$ cat config.mk
export PLATFORM = sky130hd
export DESIGN_NAME = mem_arb
export DESIGN_NICKNAME = d
export VERILOG_FILES = /design/src/rtl/mem_arb_pkg.sv /design/src/rtl/mem_arb_pick.sv /design/src/rtl/mem_arb.sv
export SDC_FILE = /design/constraint.sdc
export NUM_CORES = 1
export LEC_CHECK = 0
export BUFFER_PORTS_ARGS = -buffer_cell sky130_fd_sc_hd__buf_2
export CAP_MARGIN = 0
export CORE_AREA = 2 2 106 108
export CTS_CLUSTER_DIAMETER = 50
export DETAILED_ROUTE_END_ITERATION = 12
export DIE_AREA = 0 0 108 110
export PLACE_DENSITY = 0.78
export SKIP_CTS_REPAIR_TIMING = 1
export SLEW_MARGIN = 20
export SYNTH_ARGS = -nofsm -noshare
export SYNTH_HDL_FRONTEND = slang
export SYNTH_SLANG_ARGS = --single-unit
$ cat constraint.sdc
create_clock -name clk -period 2.8 [get_ports clk]
set_input_delay 0.42 -clock clk [delete_from_list [all_inputs] [get_ports clk]]
set_output_delay 0.42 -clock clk [all_outputs]
set_load 0.05 [all_outputs]
$ cat src/rtl/mem_arb_pkg.sv
// Shared types and the byte-merge helper for the mem_arb arbiter slice.
package mem_arb_pkg;

    typedef enum logic [0:0] {
        ARB_IDLE = 1'b0,
        ARB_RMW  = 1'b1
    } arb_state_e;

    // Values double as bit positions in the picker's req/gnt vectors.
    typedef enum logic [0:0] {
        SRC_LSU = 1'b0,
        SRC_IF  = 1'b1
    } arb_src_e;

    localparam int unsigned NUM_SRC = 2;

    function automatic logic [7:0] merge_byte(input logic       be,
                                              input logic [7:0] new_byte,
                                              input logic [7:0] old_byte);
        return be ? new_byte : old_byte;
    endfunction

endpackage

$ cat src/rtl/mem_arb_pick.sv
// 2-way request picker: fixed LSU priority, or round-robin when MEM_ARB_RR_EN is defined.
module mem_arb_pick
    import mem_arb_pkg::*;
(
`ifdef MEM_ARB_RR_EN
    input  logic               clk,
    input  logic               reset_n,
`endif
    input  logic               en,
    input  logic [NUM_SRC-1:0] req,
    output logic [NUM_SRC-1:0] gnt
);

`ifdef MEM_ARB_RR_EN
    // 0 favours the LSU on a tie; flips toward whoever was not granted last.
    logic favour_if_q, favour_if_d;

    always_comb begin
        gnt         = '0;
        favour_if_d = favour_if_q;
        if (en) begin
            if (req[SRC_LSU] && (!req[SRC_IF] || !favour_if_q)) begin
                gnt[SRC_LSU] = 1'b1;
            end else if (req[SRC_IF]) begin
                gnt[SRC_IF] = 1'b1;
            end
        end
        if (gnt[SRC_LSU]) begin
            favour_if_d = 1'b1;
        end else if (gnt[SRC_IF]) begin
            favour_if_d = 1'b0;
        end
    end

    always_ff @(posedge clk or negedge reset_n) begin
        if (!reset_n) begin
            favour_if_q <= 1'b0;
        end else begin
            favour_if_q <= favour_if_d;
        end
    end
`else
    always_comb begin
        gnt = '0;
        if (en) begin
            if (req[SRC_LSU]) begin
                gnt[SRC_LSU] = 1'b1;
            end else if (req[SRC_IF]) begin
                gnt[SRC_IF] = 1'b1;
            end
        end
    end
`endif

endmodule

$ cat src/rtl/mem_arb.sv
// Fetch/LSU arbiter in front of a single-port 1-cycle-latency memory; partial stores become RMW.
// Optional round-robin arbitration via MEM_ARB_RR_EN (default: fixed LSU priority).
module mem_arb
    import mem_arb_pkg::*;
#(
    parameter  int unsigned ADDR_WIDTH = 32,
    parameter  int unsigned DATA_WIDTH = 32,
    localparam int unsigned BE_WIDTH   = DATA_WIDTH / 8
) (
    input  logic                  clk,
    input  logic                  reset_n,
    input  logic                  if_req,
    input  logic [ADDR_WIDTH-1:0] if_addr,
    output logic                  if_gnt,
    output logic                  if_rvalid,
    output logic [DATA_WIDTH-1:0] if_rdata,
    input  logic                  lsu_req,
    input  logic                  lsu_we,
    input  logic [BE_WIDTH-1:0]   lsu_be,
    input  logic [ADDR_WIDTH-1:0] lsu_addr,
    input  logic [DATA_WIDTH-1:0] lsu_wdata,
    output logic                  lsu_gnt,
    output logic                  lsu_rvalid,
    output logic [DATA_WIDTH-1:0] lsu_rdata,
    output logic                  mem_en,
    output logic                  mem_wr,
    output logic [ADDR_WIDTH-1:0] mem_addr,
    output logic [DATA_WIDTH-1:0] mem_wdata,
    input  logic [DATA_WIDTH-1:0] mem_rdata
);

    arb_state_e            state_q, state_d;
    logic                  ready_q;
    logic                  pend_if_q, pend_if_d;
    logic                  pend_lsu_q, pend_lsu_d;
    logic [ADDR_WIDTH-1:0] rmw_addr_q, rmw_addr_d;
    logic [BE_WIDTH-1:0]   rmw_be_q, rmw_be_d;
    logic [DATA_WIDTH-1:0] rmw_wdata_q, rmw_wdata_d;
    logic [DATA_WIDTH-1:0] rmw_merged;
    logic [NUM_SRC-1:0]    req, gnt;
    logic                  grant_en;

    assign req[SRC_LSU] = lsu_req;
    assign req[SRC_IF]  = if_req;
    assign grant_en     = ready_q && (state_q == ARB_IDLE);

    mem_arb_pick u_pick (
`ifdef MEM_ARB_RR_EN
        .clk     (clk),
        .reset_n (reset_n),
`endif
        .en      (grant_en),
        .req     (req),
        .gnt     (gnt)
    );

    assign lsu_gnt = gnt[SRC_LSU];
    assign if_gnt  = gnt[SRC_IF];

    for (genvar b = 0; b < BE_WIDTH; b++) begin : g_merge
        assign rmw_merged[b*8 +: 8] = merge_byte(rmw_be_q[b], rmw_wdata_q[b*8 +: 8],
                                                 mem_rdata[b*8 +: 8]);
    end

    always_comb begin
        state_d     = state_q;
        pend_if_d   = 1'b0;
        pend_lsu_d  = 1'b0;
        rmw_addr_d  = rmw_addr_q;
        rmw_be_d    = rmw_be_q;
        rmw_wdata_d = rmw_wdata_q;
        mem_en      = 1'b0;
        mem_wr      = 1'b0;
        mem_addr    = '0;
        mem_wdata   = '0;
        if (state_q == ARB_RMW) begin
            mem_en    = 1'b1;
            mem_wr    = 1'b1;
            mem_addr  = rmw_addr_q;
            mem_wdata = rmw_merged;
            state_d   = ARB_IDLE;
        end else if (lsu_gnt) begin
            if (!lsu_we) begin
                mem_en     = 1'b1;
                mem_addr   = lsu_addr;
                pend_lsu_d = 1'b1;
            end else if (&lsu_be) begin
                mem_en    = 1'b1;
                mem_wr    = 1'b1;
                mem_addr  = lsu_addr;
                mem_wdata = lsu_wdata;
            end else if (|lsu_be) begin
                // Read the old word now; the merged write goes out next cycle.
                mem_en      = 1'b1;
                mem_addr    = lsu_addr;
                rmw_addr_d  = lsu_addr;
                rmw_be_d    = lsu_be;
                rmw_wdata_d = lsu_wdata;
                state_d     = ARB_RMW;
            end
        end else if (if_gnt) begin
            mem_en    = 1'b1;
            mem_addr  = if_addr;
            pend_if_d = 1'b1;
        end
    end

    assign if_rvalid  = pend_if_q;
    assign lsu_rvalid = pend_lsu_q;
    assign if_rdata   = pend_if_q ? mem_rdata : '0;
    assign lsu_rdata  = pend_lsu_q ? mem_rdata : '0;

    always_ff @(posedge clk or negedge reset_n) begin
        if (!reset_n) begin
            state_q     <= ARB_IDLE;
            ready_q     <= 1'b0;
            pend_if_q   <= 1'b0;
            pend_lsu_q  <= 1'b0;
            rmw_addr_q  <= '0;
            rmw_be_q    <= '0;
            rmw_wdata_q <= '0;
        end else begin
            state_q     <= state_d;
            ready_q     <= 1'b1;
            pend_if_q   <= pend_if_d;
            pend_lsu_q  <= pend_lsu_d;
            rmw_addr_q  <= rmw_addr_d;
            rmw_be_q    <= rmw_be_d;
            rmw_wdata_q <= rmw_wdata_d;
        end
    end

endmodule

# Yosys cells after proc, flatten, opt, wreduce, memory -nomap -nowiden
# Index checks and enable logic that the tools add are counted.
[word_totals]
reg_bits = 72
in_bits = 137
out_inout_bits = 134
elab_cells = 52
[op_classes]
mux = 39
bitwise = 2
n_reduce_logical = 4
[op_table]
columns = ["op", "n"]
rows = [
  ["two-way mux 32 bit", 12],
  ["two-way mux 8 bit", 4],
  ["two-way mux 1 bit", 22],
  ["AND reduction 5 bit", 1],
  ["AND reduction 4 bit", 1],
  ["OR reduction 4 bit", 1],
  ["two-way mux 2 bit", 1],
  ["NOT 1 bit", 2],
  ["logical AND 1 bit", 1],
]

# Longest topological paths before layout
[depth]
word_depth = 6
ltp_mapped = 7
depth_no_buf = 4

# By module
# A second synthesis with hierarchy kept.
[hier_totals]
hier_cells = 457
area_unflattened_um2 = 4645.7
[modules_own_cells]
columns = ["mod", "instances", "cells_each", "area_per_inst_um2", "seq_area_each_um2"]
rows = [
  ["mem_arb", 1, 455, 4629.4, 1801.7],
  ["mem_arb_pick", 1, 2, 16.3, 0.0],
]

# Worst setup path after synthesis
# No wires, ideal clock.
[synth_path]
path_type = "reg-to-output"
start = "register state_q"
end = "output mem_addr[22]"
t_arrival_ps = 2144
required_ps = 2380
setup_slack_ps = 236
path_stages_with_launch = 7
n_path_buf = 3
path_cell_list = "dfrtp_1 clkbuf_1 nor4bb_1 clkbuf_1 clkbuf_1 a22o_1 a21o_1"
[synth_via]
elab_chain_len = 6
[synth_lines]
columns = ["element", "line_no", "rtl"]
rows = [
  ["start, declared", "mem_arb.sv:32", "arb_state_e state_q, state_d;"],
  ["start signal, assigned", "mem_arb.sv:123", "state_q <= state_d;"],
  ["NOT 1 bit (no source line)", "--", ""],
  ["logical AND 1 bit", "mem_arb.sv:45", "assign grant_en = ready_q && (state_q == ARB_IDLE);"],
  ["two-way mux 2 bit", "mem_arb_pick.sv:45", "if (en) begin"],
  ["named net if_gnt", "mem_arb.sv:14", "output logic if_gnt,"],
  ["two-way mux 32 bit", "mem_arb.sv:101", "end else if (if_gnt) begin"],
  ["two-way mux 32 bit", "mem_arb.sv:82", "end else if (lsu_gnt) begin"],
  ["two-way mux 32 bit", "mem_arb.sv:76", "if (state_q == ARB_RMW) begin"],
  ["end, declared", "mem_arb.sv:27", "output logic [ADDR_WIDTH-1:0] mem_addr,"],
]
# The timed path passes the listed nets, and every way through them passes these cells.

# Worst setup path after layout
[layout_path]
start = "register state_q"
end = "output mem_addr[28]"
[layout_via]
elab_chain_len = 6
[layout_lines]
columns = ["element", "line_no"]
rows = [
  ["NOT 1 bit (no source line)", "--"],
  ["logical AND 1 bit", "mem_arb.sv:45"],
  ["two-way mux 2 bit", "mem_arb_pick.sv:45"],
  ["two-way mux 32 bit", "mem_arb.sv:101"],
  ["two-way mux 32 bit", "mem_arb.sv:82"],
  ["two-way mux 32 bit (*)", "mem_arb.sv:76"],
]
# Every way passes the cells marked *; elsewhere a longest branch is shown, timed or not.

==> flow_metrics.py <==
metrics = {
    "yosys": {
        "synth_simple_gate_area_share_pct": 11.6,
        "ys_seq_elements": 72,
        "ys_top_cells_by_count": "mux2_2 (91), dfrtp_1 (72), a22o_1 (64), and2_1 (64), a21o_1 (32)",
        "synth_top_area_cell": "dfrtp_1",
        "muxShareOfSynthArea_pct": 24.5,
        "syn_inst": 385,
        "synth_top_area_share_pct": 40.8,
        "synth_cell_type_count": 26,
        "synth_edf_count": 0,
        "synth_area_per_cell_sq_um": 11.5,
        "async_reset_ff_share_pct": 100,
        "seq_area_frac_synth_pct": 40.8,
        "synth_area_sq_mm": 0.00441,
        "synth_top_family_by_area": "multiplexers",
        "yosysMostFrequentCell": "mux2_2",
        "synth_compound_area_share_pct": 19.3,
        "synth_xor_area_share_pct": 0,
        "synthAdderAreaFrac_pct": 0,
        "syn_nets": 522,
        "yosys-top-cells-area": "dfrtp_1 (41%), mux2_2 (23%), a22o_1 (13%)",
        "yosys_warnings": 0,
        "yosys_most_used_dff": "dfrtp_1",
    },
    "die": {
        "die_y_microns": 110,
        "dieWidth_microns": 108,
        "initial_core_util_pct": 41.2,
        "io_pins": 271,
        "rows": 38,
        "core_sq_mm": 0.0107,
        "die_area_sq_mm": 0.0119,
    },
    "hold_path": {
        "hold_class": "in -> async",
    },
    "critical_path": {
        "r2r-start": "state_q",
        "critPathMaxFanout": 20,
        "setup.worst_path.end_class": "primary output",
        "rr_endpoint": "rmw_addr_q[12]",
        "ff2ff_setup_slack_ns": 0.97,
        "cp_slowest_cell": "a21oi_2",
        "worst-setup-path-type": "reg -> out",
        "critPathRequiredTime_ns": 2.38,
        "arrival_ns": 2.15,
        "startpoint_type": "register",
        "path_cells": "nand3b_4 > a21oi_2 > buf_12 > a21o_1 > buf_2",
        "crit_path_max_incr_delay_ns": 0.53,
        "r2r_cells": 4,
    },
    "clock_network": {
        "htreeDepth": 3,
        "clkTransAtPathRegs_ns": 0.08,
        "cts.sinks": 72,
        "ctsLongestPathBuffers": 2,
        "cts_tree": "built",
        "clkLatencyLatePin_ns": 0.34,
        "ctsRootBufferMaster": "clkbuf_8",
        "cts_inserted_buffers": 9,
    },
    "sta": {
        "maxSlewViolCount": 0,
        "fin_skew_ns": 0.00866,
        "hold_violations": 0,
        "worst_pin_slew_ns": 0.885,
        "post-route-period-util_pct": 91.9,
        "post-route-min-period_ns": 2.57,
        "relSlewSlack_pct": 41.0,
        "fin_tns_setup_ns": 0,
        "setup_ws_ns": 0.228,
        "setup_viol": 0,
        "fmax_ghz": 0.389,
        "grt_setup_unrepaired": "false",
    },
    "routing": {
        "wl_per_cell_microns": 15.7,
        "ant_nets": 0,
        "via_count": 4105,
        "drt-initial-drc-count": 140,
        "vias_per_cell": 5.23,
        "drc": 0,
        "first_pass_iters": 4,
        "routed_wl_microns": 12300,
    },
    "pwr": {
        "total_power_mw": 3.60,
        "pwr-share-seq_pct": 39.6,
        "p_leak_nw": 3.46,
        "p_int_mw": 2.45,
        "peakVddDrop_v": 0.000313,
        "p_sw_mw": 1.15,
        "sw_frac_of_total_pct": 32.0,
        "pwr-share-clk_pct": 29.6,
        "power.density_mw_per_mm2": 584,
        "combPwrFrac_pct": 30.8,
    },
    "global_route": {
        "grt_pass1_wl_microns": 18200,
        "grt_usage_pct": 19.4,
        "grt_max_degree": 73,
        "antenna_found_initial": 1,
        "grt_pass1_vias": 3855,
        "grt_overflow": 0,
    },
    "finish": {
        "fin_area_sq_mm": 0.00617,
        "final_nets": 777,
        "antenna_cells": 0,
        "syn2layout_area_growth_pct": 39.8,
        "finalNonFillerCells": 785,
        "nFillCells": 934,
        "drive_gt1_share_pct": 61.1,
    },
    "outcome": {
        "outcome": "finished clean",
    },
    "placement": {
        "pre_cts_slack_ns": 0.498,
        "dpl_cell_area_sq_mm": 0.00591,
        "dp.cells": 769,
        "io_buffers": 270,
        "routabilityCongestion": 0.804,
        "place_hpwl_microns": 9360,
    },
    "run": {
        "cap_viol_max_count": 0,
    },
}
==> cell families after synthesis <==
| logic type | after synthesis |
|---|---|
| AOI/OAI and AO/OA | 103 |
| other | 1 |
| DFF | 72 |
| buffers and inverters | 38 |
| and+or+nand+nor | 75 |
| muxes | 96 |
==> metrics by stage <==
step                hold slack [ns]  utilization, %
detailed placement            0.473            55.2
CTS                           0.233            57.6
global placement              0.474            55.2
global route                  0.265            57.6
finish                        0.194            57.6
floorplan                     0.124               -
==> final cells by class <==
class	count	area, sq um	area share, %
Timing Repair Buffer	280	1450	23.6
Tap cell	140	175	2.84
Clock buffer	10	128	2.07
Multi-Input combinational cell	275	2470	40.0
Sequential cell	72	1800	29.2
Clock inverter	6	133	2.15
Inverter	2	7.51	0.122
==> worst max-delay path: cells and delay by family (launching register included) <==
family,cells,cell delay [ns]
simple gates,1,0.20
compound gates,2,0.67
flops,1,0.44
buf+inv,2,0.50
==> power groups by stage <==
stage	logic (mW)	clock network, mW	registers (mW)
CTS	1.12	1.10	1.42
detailed placement	1.12	0	1.44
global route	1.19	1.13	1.45
finish	1.11	1.07	1.43
floorplan	0.862	0	1.36
global placement	1.09	0	1.43
==> layout by cell type, fill, tap and decap left out <==
cell type   netlist  layout
clkbuf_1         24       1
clkbuf_8          0       9
bufinv_16         0       4
and3_1            1       1
o22a_1            4       4
and2_1           64      64
nor2_1            1       1
nor4bb_4          0       1
buf_12            0       2
nor4bb_1          2       1
inv_1             2       2
clkinv_2          0       1
nor4_4            1       1
a21o_1           32      32
o21ai_0           1       1
nor4_2            1       1
and4_1            1       1
mux2_1            5       5
a31oi_1           1       1
buf_4             1       9
mux2_2           91      91
buf_2             6     269
or3_1             1       1
conb_1            1       1
dfrtp_2           0       1
dfrtp_1          72      71
clkinvlp_4        0       1
a22o_1           64      64
nand3b_4          1       1
a21oi_2           0       1
or2_2             2       2
==> how the worst max path moves through the flow <==
stage	startpoint	slack [ns]	end	cells past startpoint
after floorplan	state_q	0.24	mem_addr[22]	6
after global placement	lsu_req	0.55	mem_addr[24]	6
after detailed placement	lsu_req	0.50	mem_addr[28]	6
after CTS	state_q	0.21	mem_addr[28]	5
after global routing	state_q	0.14	mem_addr[28]	5
final	state_q	0.23	mem_addr[28]	5
==> per-layer routing <==
metal,vias up,GRT usage [%],wire length [microns]
met5,-,0,13
li1,1922,-,-
met1,1976,23.9,5020
met2,187,34.0,6090
met3,18,3.94,976
met4,2,7.14,199
==> registers in the layout (all words and copies together) (netlist names) <==
signal and count:
if_rvalid 1, state_q 1, rmw_addr_q 32, rmw_be_q 4
lsu_rvalid 1, rmw_wdata_q 32, ready_q 1
Note: power is estimated with default switching activity, not from simulation.
